$ cat config.mk
export PLATFORM = sky130hd
export DESIGN_NAME = stopwatch_ctrl
export DESIGN_NICKNAME = d
export VERILOG_FILES = /design/src/rtl/stopwatch_ctrl.sv
export SDC_FILE = /design/constraint.sdc
export NUM_CORES = 1
export LEC_CHECK = 0
export ABC_AREA = 1
export CORE_UTILIZATION = 50
export CTS_BUF_LIST = sky130_fd_sc_hd__clkbuf_4 sky130_fd_sc_hd__clkbuf_8 sky130_fd_sc_hd__clkbuf_16
export DETAILED_ROUTE_END_ITERATION = 10
export PLACE_DENSITY = 0.81
export SYNTH_ARGS = -nofsm -noshare
export SYNTH_HDL_FRONTEND = slang
export SYNTH_SLANG_ARGS = --single-unit
export TNS_END_PERCENT = 1
$ cat constraint.sdc
create_clock -name clk -period 4.2 [get_ports clk]
set_input_delay 0.84 -clock clk [delete_from_list [all_inputs] [get_ports clk]]
set_output_delay 0.84 -clock clk [all_outputs]
set_load 0.05 [all_outputs]
$ cat src/rtl/stopwatch_ctrl.sv
// stopwatch_ctrl: mm:ss.cc BCD stopwatch with run/pause/clear control and registered digit outputs.
// Define STOPWATCH_LAP_EN to add the lap (display freeze) feature; otherwise the lap input is ignored.
module stopwatch_ctrl #(
    parameter int unsigned TICK_DIV = 1000000
) (
    input  logic       clk,
    input  logic       rst_n,
    input  logic       start_stop,
    input  logic       clear,
    input  logic       lap,
    output logic [3:0] hex0,
    output logic [3:0] hex1,
    output logic [3:0] hex2,
    output logic [3:0] hex3,
    output logic [3:0] hex4,
    output logic [3:0] hex5,
    output logic       running,
    output logic       wrap
);

    localparam logic [1:0] S_IDLE  = 2'd0;
    localparam logic [1:0] S_RUN   = 2'd1;
    localparam logic [1:0] S_PAUSE = 2'd2;

    localparam int unsigned    PW        = (TICK_DIV > 1) ? $clog2(TICK_DIV) : 1;
    localparam logic [PW-1:0]  PRESC_MAX = PW'(TICK_DIV - 1);
    localparam logic [23:0]    CNT_MAX   = 24'h595999;

    logic [1:0]    r_state;
    logic [1:0]    w_stateNext;
    logic [PW-1:0] r_presc;
    logic [23:0]   r_cnt;
    logic [23:0]   w_cntInc;
    logic [23:0]   w_cntNext;
    logic [23:0]   w_disp;
    logic          r_running;
    logic          r_wrap;
    logic          w_inRun;
    logic          w_clearAcc;
    logic          w_tick;
    logic          w_atMax;

    function automatic logic [3:0] digitLimit(input int idx);
        return (idx == 3 || idx == 5) ? 4'd5 : 4'd9;
    endfunction

    assign w_inRun    = (r_state == S_RUN);
    assign w_clearAcc = ~w_inRun & clear;
    // A start_stop that pauses the run also swallows a coincident tick; the prescaler holds instead.
    assign w_tick     = w_inRun & ~start_stop & (r_presc == PRESC_MAX);
    assign w_atMax    = (r_cnt == CNT_MAX);

    always_comb begin
        w_stateNext = r_state;
        if (w_clearAcc) begin
            w_stateNext = S_IDLE;
        end else if (start_stop) begin
            w_stateNext = w_inRun ? S_PAUSE : S_RUN;
        end
    end

    always_comb begin
        logic carry;
        carry    = 1'b1;
        w_cntInc = r_cnt;
        for (int i = 0; i < 6; i++) begin
            if (carry) begin
                if (r_cnt[i*4 +: 4] >= digitLimit(i)) begin
                    w_cntInc[i*4 +: 4] = 4'd0;
                end else begin
                    w_cntInc[i*4 +: 4] = r_cnt[i*4 +: 4] + 4'd1;
                    carry              = 1'b0;
                end
            end
        end
    end

    always_comb begin
        w_cntNext = r_cnt;
        if (w_clearAcc) begin
            w_cntNext = '0;
        end else if (w_tick) begin
            w_cntNext = w_cntInc;
        end
    end

    always_ff @(posedge clk or negedge rst_n) begin
        if (!rst_n) begin
            r_state   <= S_IDLE;
            r_presc   <= '0;
            r_cnt     <= '0;
            r_running <= 1'b0;
            r_wrap    <= 1'b0;
        end else begin
            r_state   <= w_stateNext;
            r_running <= (w_stateNext == S_RUN);
            r_wrap    <= w_tick & w_atMax;
            r_cnt     <= w_cntNext;
            if (w_clearAcc) begin
                r_presc <= '0;
            end else if (w_inRun && !start_stop) begin
                r_presc <= w_tick ? '0 : r_presc + 1'b1;
            end
        end
    end

`ifdef STOPWATCH_LAP_EN
    logic        r_frozen;
    logic        w_frozenNext;
    logic [23:0] r_disp;

    always_comb begin
        w_frozenNext = r_frozen;
        if (w_clearAcc) begin
            w_frozenNext = 1'b0;
        end else if (lap && r_state != S_IDLE) begin
            w_frozenNext = ~r_frozen;
        end
    end

    // The display register tracks the counter one-for-one unless a freeze is in force.
    always_ff @(posedge clk or negedge rst_n) begin
        if (!rst_n) begin
            r_frozen <= 1'b0;
            r_disp   <= '0;
        end else begin
            r_frozen <= w_frozenNext;
            if (!w_frozenNext) begin
                r_disp <= w_cntNext;
            end
        end
    end

    assign w_disp = r_disp;
`else
    logic w_unused;
    assign w_unused = lap;
    assign w_disp   = r_cnt;
`endif

    assign hex0    = w_disp[3:0];
    assign hex1    = w_disp[7:4];
    assign hex2    = w_disp[11:8];
    assign hex3    = w_disp[15:12];
    assign hex4    = w_disp[19:16];
    assign hex5    = w_disp[23:20];
    assign running = r_running;
    assign wrap    = r_wrap;

endmodule

==> impl_metrics.json <==
{
  "crit_fanout": 25,
  "area_growth_pct": 14.1,
  "drtIter0Drc": 195,
  "synthSimpleGateAreaFrac_pct": 35.1,
  "fill_cells": 525,
  "ys_seq_elements": 48,
  "hold_viol_final": 0,
  "crit_chain": "clkdlybuf4s50_1, nand2_2, nand2_1, inv_2, nor2_1, a21oi_1, and2_1",
  "pre_cts_slack_ns": 1.34,
  "cp_slowest_cell": "clkdlybuf4s50_1",
  "core_mm2": 0.00592,
  "grt_pass1_vias": 2576,
  "fin_crit_ns": 2.56,
  "dr.pass1.iters": 4,
  "synthTopCellsByArea": "dfrtp_1 39%, nand2_1 13%, ha_1 7.8%, nor2_1 7.0%, inv_1 6.2%",
  "p_sw_uw": 747,
  "clk_latency_ns": 0.31,
  "avgSynthCellArea_um2": 7.46,
  "post_synth_xor_area_fraction_pct": 4.02,
  "synth-compound-area-share_pct": 5.99,
  "numPortBuffers": 29,
  "viasPerCell": 5.24,
  "grt_pass1_wl_mm": 11.4,
  "numCtsBuffers": 5,
  "grt-ovfl-total": 0,
  "postCtsSetupRepairBufs": 0,
  "worstSetupPathType": "input pin to register",
  "row_count": 28,
  "seq_area_mm2": 0.00120,
  "intPower_uw": 900,
  "swShare_pct": 45.4,
  "root_buffer": "clkbuf_8",
  "antenna_found_initial": 0,
  "clk_pin_slew_ns": 0.09,
  "ctsResizeCount": 0,
  "drv_cap": 0,
  "pin_count": 31,
  "utilization_pct": 58.8,
  "grtUsageTotal_pct": 22.8,
  "tns_ns": 0,
  "ir_worst_vdd_v": 0.000333,
  "tightest_slew_ns": 1.07,
  "fmax_mhz": 391,
  "ys_seq_area_share_pct": 39.4,
  "crit_buf_inv": 2,
  "worst_setup_path_start_kind": "input pin",
  "cpPeakStageDelay_ns": 0.47,
  "ant_nets": 0,
  "clock_sinks": 48,
  "stdcell_count": 515,
  "synth_top_family_by_area": "simple AND/OR/NAND/NOR gates",
  "drive_above_1_share_pct": 7.05,
  "setup_violations": 0,
  "synth_edf_count": 0,
  "die_w_um": 80.1,
  "slew-limit-headroom_pct": 28.8,
  "wl_per_cell_um": 12.5,
  "synth_area_mm2": 0.00305,
  "cp_data_arrival_time_ns": 2.76,
  "synth_warnings": 0,
  "p_leak_nw": 1.67,
  "numPlacedInstances": 507,
  "cp.required_ns": 4.40,
  "cellPowerDensity_mw_per_mm2": 473,
  "yosysTopAreaCell": "dfrtp_1",
  "synth_top_flop_cell": "dfrtp_1",
  "die_h_um": 80.1,
  "htreeDepth": 2,
  "finalWirelength_mm": 6.43,
  "multiInputGateArea_mm2": 0.00161,
  "async_flop_share_pct": 100,
  "synthDistinctLibCells": 33,
  "endpoint_kind": "register",
  "maxSlewViolCount": 0,
  "syn_inst": 409,
  "initial_core_util_pct": 51.5,
  "antenna_cells": 0,
  "status": "completed",
  "crit_family": "simple AND/OR/NAND/NOR gates",
  "synth_top_area_share_pct": 39.4,
  "layout_setup_ws_ns": 1.64,
  "cts_tree": "done",
  "finClkSkew_ns": 0.00336,
  "drt_drc_violations_left": 0,
  "via_count": 2697,
  "pwr-share-seq_pct": 38.4,
  "syn-num-nets": 433,
  "place_hpwl_mm": 4.62,
  "cts_buffer_depth": 2,
  "postCtsHoldBufs": 0,
  "hp-class": "register to register",
  "pwr-share-comb_pct": 43.8,
  "synthAdderAreaFrac_pct": 7.79,
  "gp_congestion": 0.918,
  "die_area_mm2": 0.00642,
  "rsz0062_at_grt": "no",
  "power_frac_clock_pct": 17.8,
  "synth.area.mux_share_pct": 0,
  "finalCritPeriodShare_pct": 60.9,
  "grt_max_degree": 49,
  "final_net_count": 463
}
[power by group through the flow]
stage,clock [mW],sequential (mW),combinational (mW)
CTS,0.299,0.632,0.727
global route,0.319,0.648,0.803
floorplan,0,0.824,0.338
finish,0.293,0.633,0.721
detailed placement,0,0.641,0.724
global placement,0,0.637,0.710
[through the flow]
stage               power, mW  instance area (um^2)  hold WS, ns
floorplan                1.16                  3050        0.475
global placement         1.35                  3390        0.492
detailed placement       1.36                  3390        0.507
CTS                      1.66                  3480        0.529
global route             1.77                  3480        0.561
finish                   1.65                  3480        0.526
[cell usage after synthesis (2+ instances only)]
cell	number
a21oi_1	8
and2_1	2
buf_2	3
dfrtp_1	48
ha_1	19
inv_1	50
inv_2	2
nand2_1	104
nand2_2	6
nand2_4	2
nand3_1	36
nand4_1	13
nor2_1	57
nor2_2	5
nor3_1	6
nor3b_1	2
nor4_1	4
o21ai_0	11
o21ai_2	4
o22ai_1	2
xnor2_1	3
xor2_1	11
[layout make-up]
class / instances / share of cell area (%)
Timing Repair Buffer: 29 / 8.19
Tap cell: 75 / 2.69
Clock buffer: 6 / 2.37
Clock inverter: 2 / 0.287
Sequential cell: 48 / 34.5
Inverter: 52 / 5.61
Multi-Input combinational cell: 303 / 46.4
[layout by cell type (no fill, tap or decap), drive strengths merged, types with 2 or more instances in the layout]
| master | instances |
|---|---|
| nand4 | 13 |
| ha | 19 |
| clkbuf | 6 |
| dfrtp | 48 |
| nor3b | 3 |
| nand2 | 112 |
| xnor2 | 3 |
| nand3 | 36 |
| o21ai | 15 |
| and2 | 2 |
| a21oi | 8 |
| nor2 | 63 |
| o22ai | 2 |
| clkdlybuf4s50 | 28 |
| inv | 52 |
| clkinv | 2 |
| nor3 | 6 |
| nor4 | 4 |
| xor2 | 11 |
[sequential cells by signal, indices dropped and copies added (netlist names)]
register  count
running       1
r_presc      20
r_state       2
wrap          1
r_cnt        24
[per-layer routing]
layer  part of all wire, %  up-vias  wire length [um]  global-route usage (%)
li1                      -     1367                 -                       -
met1                    44     1261              2840                    28.5
met2                    49       60              3160                    39.5
met3                   5.1        9               327                    4.32
met4                   1.5        0                96                    7.68
met5                     0        -                 0                       0
[kinds of logic (layout without fill, tap and decap cells)]
group	Yosys count	count (layout)
adder cells (fa/ha/maj)	19	19
AO/OA/AOI/OAI	30	30
XOR/XNOR	14	14
AND/OR/NAND/NOR	240	240
buffers and inverters	58	89
flip-flops	48	48
[worst paths after layout]
path                            start          end  slack, ns  depth (start not counted)
max                             clear   r_presc[6]       1.64                          7
min                        r_presc[4]   r_presc[4]       0.53                          1
max reg2reg                r_state[1]  r_presc[10]       2.10                          8
min reg2reg                r_presc[4]   r_presc[4]       0.53                          1
max in group asynchronous       rst_n     r_cnt[2]       2.82                          1
min in group asynchronous       rst_n  r_presc[13]       0.71                          1
Power figures use the tool's default switching activity.
